`src/rtl/jedro_1_defines_pkg.sv`:
```
// rtl/jedro_1_defines_pkg.sv - shared types for the jedro_1 store unit
package jedro_1_defines_pkg;

   typedef enum logic [1:0] {ST_BYTE, ST_HALF, ST_WORD, ST_ILLEGAL} store_width_e;

   typedef enum logic [1:0] {SBU_IDLE, SBU_WRITE, SBU_WAIT} sbu_state_e;

   localparam int unsigned SBU_LANES = 4;

endpackage

```
`src/rtl/jedro_1_sbu_align.sv`:
```
// rtl/jedro_1_sbu_align.sv - store lane alignment, byte enables and misalignment check
module jedro_1_sbu_align
   import jedro_1_defines_pkg::*;
(
   input  logic [1:0]  width_i,
   input  logic [1:0]  offset_i,
   input  logic [31:0] wdata_i,
   output logic [3:0]  we_o,
   output logic [31:0] wdata_o,
   output logic        misaligned_o
);

   // Data is replicated across lanes so the byte enables alone pick the target bytes.
   always_comb begin
      we_o         = 4'b0000;
      wdata_o      = wdata_i;
      misaligned_o = 1'b0;
      case (store_width_e'(width_i))
         ST_BYTE: begin
            we_o    = 4'b0001 << offset_i;
            wdata_o = {4{wdata_i[7:0]}};
         end
         ST_HALF: begin
            we_o         = 4'b0011 << offset_i;
            wdata_o      = {2{wdata_i[15:0]}};
            misaligned_o = offset_i[0];
         end
         ST_WORD: begin
            we_o         = 4'b1111;
            misaligned_o = (offset_i != 2'b00);
         end
         default: begin
            misaligned_o = 1'b1;
         end
      endcase
   end

endmodule

```
`src/rtl/jedro_1_sbu.sv`:
```
// rtl/jedro_1_sbu.sv - jedro_1 store unit: request capture, write FSM and latency counter
module jedro_1_sbu
   import jedro_1_defines_pkg::*;
#(
   parameter int unsigned DATA_WIDTH    = 32,
   parameter int unsigned ADDR_WIDTH    = 32,
   parameter int unsigned WRITE_LATENCY = 1
) (
   input  logic                  clk_i,
   input  logic                  rstn_i,
   input  logic                  ctrl_valid_i,
   output logic                  ctrl_ready_o,
   input  logic [1:0]            ctrl_width_i,
   input  logic [ADDR_WIDTH-1:0] ctrl_addr_i,
   input  logic [DATA_WIDTH-1:0] ctrl_wdata_i,
   output logic                  mem_en_o,
   output logic [3:0]            mem_we_o,
   output logic [ADDR_WIDTH-1:0] mem_addr_o,
   output logic [DATA_WIDTH-1:0] mem_wdata_o,
   output logic                  done_o,
   output logic                  misaligned_o,
   output logic [ADDR_WIDTH-1:0] misaligned_addr_o
);

   localparam int CNT_W = (WRITE_LATENCY > 1) ? $clog2(WRITE_LATENCY) : 1;

   sbu_state_e            state_q, state_d;
   logic [CNT_W-1:0]      cnt_q, cnt_d;
   logic [3:0]            we_q, we_d;
   logic [ADDR_WIDTH-1:0] addr_q, addr_d;
   logic [DATA_WIDTH-1:0] wdata_q, wdata_d;
   logic                  mis_q, mis_d;
   logic [ADDR_WIDTH-1:0] mis_addr_q, mis_addr_d;

   logic                  ready;
   logic                  done;
   logic [3:0]            al_we;
   logic [31:0]           al_wdata;
   logic                  al_mis;

   jedro_1_sbu_align u_align (
      .width_i      (ctrl_width_i),
      .offset_i     (ctrl_addr_i[1:0]),
      .wdata_i      (ctrl_wdata_i),
      .we_o         (al_we),
      .wdata_o      (al_wdata),
      .misaligned_o (al_mis)
   );

   always_comb begin
      state_d    = state_q;
      cnt_d      = cnt_q;
      we_d       = we_q;
      addr_d     = addr_q;
      wdata_d    = wdata_q;
      mis_d      = 1'b0;
      mis_addr_d = mis_addr_q;
      ready      = 1'b0;
      done       = 1'b0;
      case (state_q)
         SBU_IDLE: begin
            ready = 1'b1;
         end
         SBU_WRITE: begin
            state_d = SBU_WAIT;
            cnt_d   = CNT_W'(WRITE_LATENCY - 1);
         end
         SBU_WAIT: begin
            // The commit cycle also accepts the next request, so stores stream without a gap.
            if (cnt_q == '0) begin
               ready   = 1'b1;
               done    = 1'b1;
               state_d = SBU_IDLE;
            end else begin
               cnt_d = cnt_q - CNT_W'(1);
            end
         end
         default: begin
            state_d = SBU_IDLE;
         end
      endcase
      if (ready && ctrl_valid_i) begin
         if (al_mis) begin
            mis_d      = 1'b1;
            mis_addr_d = ctrl_addr_i;
         end else begin
            state_d = SBU_WRITE;
            we_d    = al_we;
            addr_d  = {ctrl_addr_i[ADDR_WIDTH-1:2], 2'b00};
            wdata_d = al_wdata;
         end
      end
   end

   always_ff @(posedge clk_i or negedge rstn_i) begin
      if (!rstn_i) begin
         state_q    <= SBU_IDLE;
         cnt_q      <= '0;
         we_q       <= '0;
         addr_q     <= '0;
         wdata_q    <= '0;
         mis_q      <= 1'b0;
         mis_addr_q <= '0;
      end else begin
         state_q    <= state_d;
         cnt_q      <= cnt_d;
         we_q       <= we_d;
         addr_q     <= addr_d;
         wdata_q    <= wdata_d;
         mis_q      <= mis_d;
         mis_addr_q <= mis_addr_d;
      end
   end

   assign ctrl_ready_o      = ready;
   assign done_o            = done;
   assign mem_en_o          = (state_q == SBU_WRITE);
   assign mem_we_o          = (state_q == SBU_WRITE) ? we_q : 4'b0000;
   assign mem_addr_o        = addr_q;
   assign mem_wdata_o       = wdata_q;
   assign misaligned_o      = mis_q;
   assign misaligned_addr_o = mis_addr_q;

endmodule
```
`config.mk`:
```
export PLATFORM = sky130hd
export DESIGN_NAME = jedro_1_sbu
export DESIGN_NICKNAME = d
export VERILOG_FILES = /design/src/rtl/jedro_1_defines_pkg.sv /design/src/rtl/jedro_1_sbu_align.sv /design/src/rtl/jedro_1_sbu.sv
export SDC_FILE = /design/constraint.sdc
export NUM_CORES = 1
export LEC_CHECK = 0
export ABC_AREA = 1
export CAP_MARGIN = 5
export CELL_PAD_IN_SITES_DETAIL_PLACEMENT = 0
export CELL_PAD_IN_SITES_GLOBAL_PLACEMENT = 1
export CORE_ASPECT_RATIO = 0.75
export CORE_MARGIN = 1.5
export CORE_UTILIZATION = 31
export CTS_BUF_LIST = sky130_fd_sc_hd__clkbuf_16
export DETAILED_ROUTE_END_ITERATION = 10
export PLACE_DENSITY = 0.79
export SETUP_SLACK_MARGIN = 0.4
export SLEW_MARGIN = 40
export SYNTH_ARGS = -nofsm -noshare
export SYNTH_HDL_FRONTEND = slang
export SYNTH_SLANG_ARGS = --single-unit
```
`constraint.sdc`:
```
create_clock -name clk_i -period 1.77 [get_ports clk_i]
set_clock_uncertainty 0.1 [all_clocks]
set_input_delay 0.354 -clock clk_i [delete_from_list [all_inputs] [get_ports clk_i]]
set_output_delay 0.354 -clock clk_i [all_outputs]
set_load 0.005 [all_outputs]
```
==> summary.md <==
| Metric | Value |
|---|---|
| Clock Root Buffer | clkbuf_16 |
| Share of the synthesized area in the top cell type | 0.575 |
| Worst-path cell with the longest stage delay | dfrtp_1 |
| Final Cycle Share | 0.966 |
| Grt ovf | 0 |
| CTS clk-pin slew, worst paths | 0.07 ns |
| CP cell instances | nor2_2 > buf_4 > inv_4 > nor2_1 > buf_2 |
| Cts bufs inserted | 9 |
| Hold slack | 0.370 ns |
| Top cells by count, synth | nand2_1 (182), dfrtp_1 (101), nand3_1 (67) |
| Worst slack at placement | -0.274 ns |
| Final Util | 0.534 |
| Num rows | 37 |
| Top post-synthesis cells by area | dfrtp_1 (58%), nand2_1 (16%), nand3_1 (7.6%) |
| CTS tree | done |
| Htree depth | 3 |
| PwrDens | 941 mW/mm^2 |
| Initial antenna violation count | 0 |
| Number of port buffers | 170 |
| Synthesized area per cell | 8.30 sq um |
| Min Tclk post-route | 1.71 ns |
| # IOs | 173 |
| Slowest stage delay, CP | 0.40 ns |
| Skew-Pair Late Insertion Delay | 0.34 ns |
| Dominant cell type by area after synthesis | dfrtp_1 |
| Routed via count | 4,475 |
| Die area | 0.0149 sq mm |
| Setup ws final | 0.0603 ns |
| Distinct cells, synth | 19 |
| ANT nets after route | 0 |
| Vias in the first global route | 4,639 |
| Final Net Count | 846 |
| Final Hold Violating Endpoints | 0 |
| Synth-to-layout area growth | 67.8% |
| Multi-input gate area | 0.00159 sq mm |
| Drc violations | 0 |
| Max VDD drop | 0.498 mV |
| Total track usage | 0.215 |
| Cell with the most instances after synthesis | nand2_1 |
| Core box area | 0.0138 sq mm |
| RR Endpoint | mem_wdata_o[2]$_DFFE_PN0P_ |
| CTS max path bufs | 2 |
| Status | finished clean |
| Final setup fails | 0 |
| Post-DP HPWL | 9620 um |
| Ys async rst share | 1.00 |
| CP max FO | 4 |
| Worst path bufs/invs | 3 |
| #FFs+latches synth | 101 |
| First-pass GRT wire length | 24,800 um |
| Layout cell share with drive strength beyond 1 | 0.301 |
| Crit path DAT | 1.26 ns |
| Die width | 140 um |
| Most common flop cell mapped by yosys | dfrtp_1 |
| Largest net degree at the start of global routing | 38 |
| Hold Crit Class | primary input to asynchronous set/reset pin |
| Largest delay share family, worst path | flip-flops |
| Final-layout fill cell count | 1,283 |
| Post-synthesis sequential area ratio | 0.575 |
| Gpl congestion | 0.855 |
| TritonCTS Sinks | 101 |
| Drt total wl | 15,500 um |
| DIE HEIGHT | 106 um |
| Iteration-0 DRC Markers | 215 |
| Max-Cap Viols | 0 |
| TritonRoute pass-1 iters | 5 |
| Reg area | 0.00253 sq mm |
| Type of the worst setup path | flop to output pin |
| Setup TNS | 0 ns |
| Vias per inst | 4.68 |
| Slew Viols, Final | 0 |
| Crit. End Element | output pin |
| R2R cell count | 8 |
| Ys Warns | 0 |
| Number of flops mapped to enable cells by yosys | 0 |
| Synth Cell Area | 0.00439 sq mm |
| CP required | 1.32 ns |
| FMAX | 585 MHz |
| Leak Pwr | 3.97 nW |
| CP startpoint kind | flop |
| Initial Utilization | 0.318 |
| Diode count | 0 |
| Worst R2R Start | state_q[0]$_DFF_PN0_ |
| Placed Cells | 871 |
| Fin cells | 956 |
| RSZ-0062 raised after global routing | true |
| Syn Inst Count | 529 |
| Routed WL per cell | 16.2 um |
| R2R setup slack | 0.15 ns |
==> cells by family (layout without fill, tap and decap cells) <==
| family | Yosys count | after routing | share of synthesized area |
|---|---|---|---|
| buffers and inverters | 86 | 335 | 0.0863 |
| AO/OA/AOI/OAI | 66 | 66 | 0.0783 |
| other | 1 | 2 | 0.000854 |
| flip-flops | 101 | 101 | 0.575 |
| AND/OR/NAND/NOR | 275 | 277 | 0.259 |
==> how the worst max path moves through the flow <==
stage                               from                          endpoint  slack [ns]  depth (start not counted)
finish              state_q[1]$_DFF_PN0_                       mem_we_o[0]        0.06                          5
global route        state_q[1]$_DFF_PN0_                       mem_we_o[3]        0.02                          5
CTS                 state_q[0]$_DFF_PN0_                       mem_we_o[2]        0.06                          6
detailed placement        ctrl_addr_i[0]  misaligned_addr_o[9]$_DFFE_PN0P_       -0.27                          8
global placement          ctrl_addr_i[0]  misaligned_addr_o[2]$_DFFE_PN0P_       -0.21                          8
floorplan                ctrl_width_i[0]        mem_addr_o[10]$_DFFE_PN0P_        0.41                          7
==> where the power goes <==
part | internal (mW) | total (mW) | switching [mW] | leakage [nW]
Sequential | 2.73 | 2.97 | 0.243 | 1.26
Combinational | 1.10 | 2.01 | 0.904 | 2.58
Clock | 1.09 | 1.96 | 0.874 | 0.131
==> layout by cell type (no fill, tap or decap), types with 16 or more instances in the layout <==
master             n
buf_6             19
o21ai_0           16
nand2_1          180
o21ai_1           37
dfrtp_1          101
buf_2             97
nor2_1            17
inv_1             49
clkdlybuf4s50_1   63
buf_4             47
nand3_1           67
buf_12            19
==> flip-flops by register name (all words and copies together), names as in the netlist <==
| register | cells |
|---|---|
| state_q | 2 |
| misaligned_o | 1 |
| mem_addr_o | 30 |
| we_q | 4 |
| misaligned_addr_o | 32 |
| mem_wdata_o | 32 |
==> repair_timing <==
item                                    4_1_cts  5_1_grt
endpoints found under the hold margin        22        0
hold buffers                                  1        0
endpoints found under the setup margin      202      110
pin swaps                                     5        4
gates cloned                                 18        0
buffers inserted                             47        4
resized for setup                           453       15
==> stage by stage <==
step	power, mW	instance area [sq um]
3_3_place_gp	4.86	6490
4_1_cts	6.95	7320
5_1_grt	7.32	7370
3_5_place_dp	4.90	6490
6_report	6.94	7370
2_1_floorplan	3.58	4400
==> final cells by class <==
class | count | area share
clock buffers | 9 | 0.0306
clock inverters | 6 | 0.00883
inverters | 53 | 0.0273
multi-input cells | 345 | 0.216
flip-flops and latches | 101 | 0.343
well taps | 175 | 0.0297
repair buffers | 267 | 0.344
==> routing by layer <==
| layer | GRT usage | vias up | part of all wire |
|---|---|---|---|
| li1 | - | 2163 | - |
| met1 | 0.285 | 2117 | 0.45 |
| met2 | 0.351 | 180 | 0.46 |
| met3 | 0.0613 | 15 | 0.085 |
| met4 | 0.0513 | 0 | 0.012 |
| met5 | 0 | - | 0 |
Power figures use the tool's default switching activity.
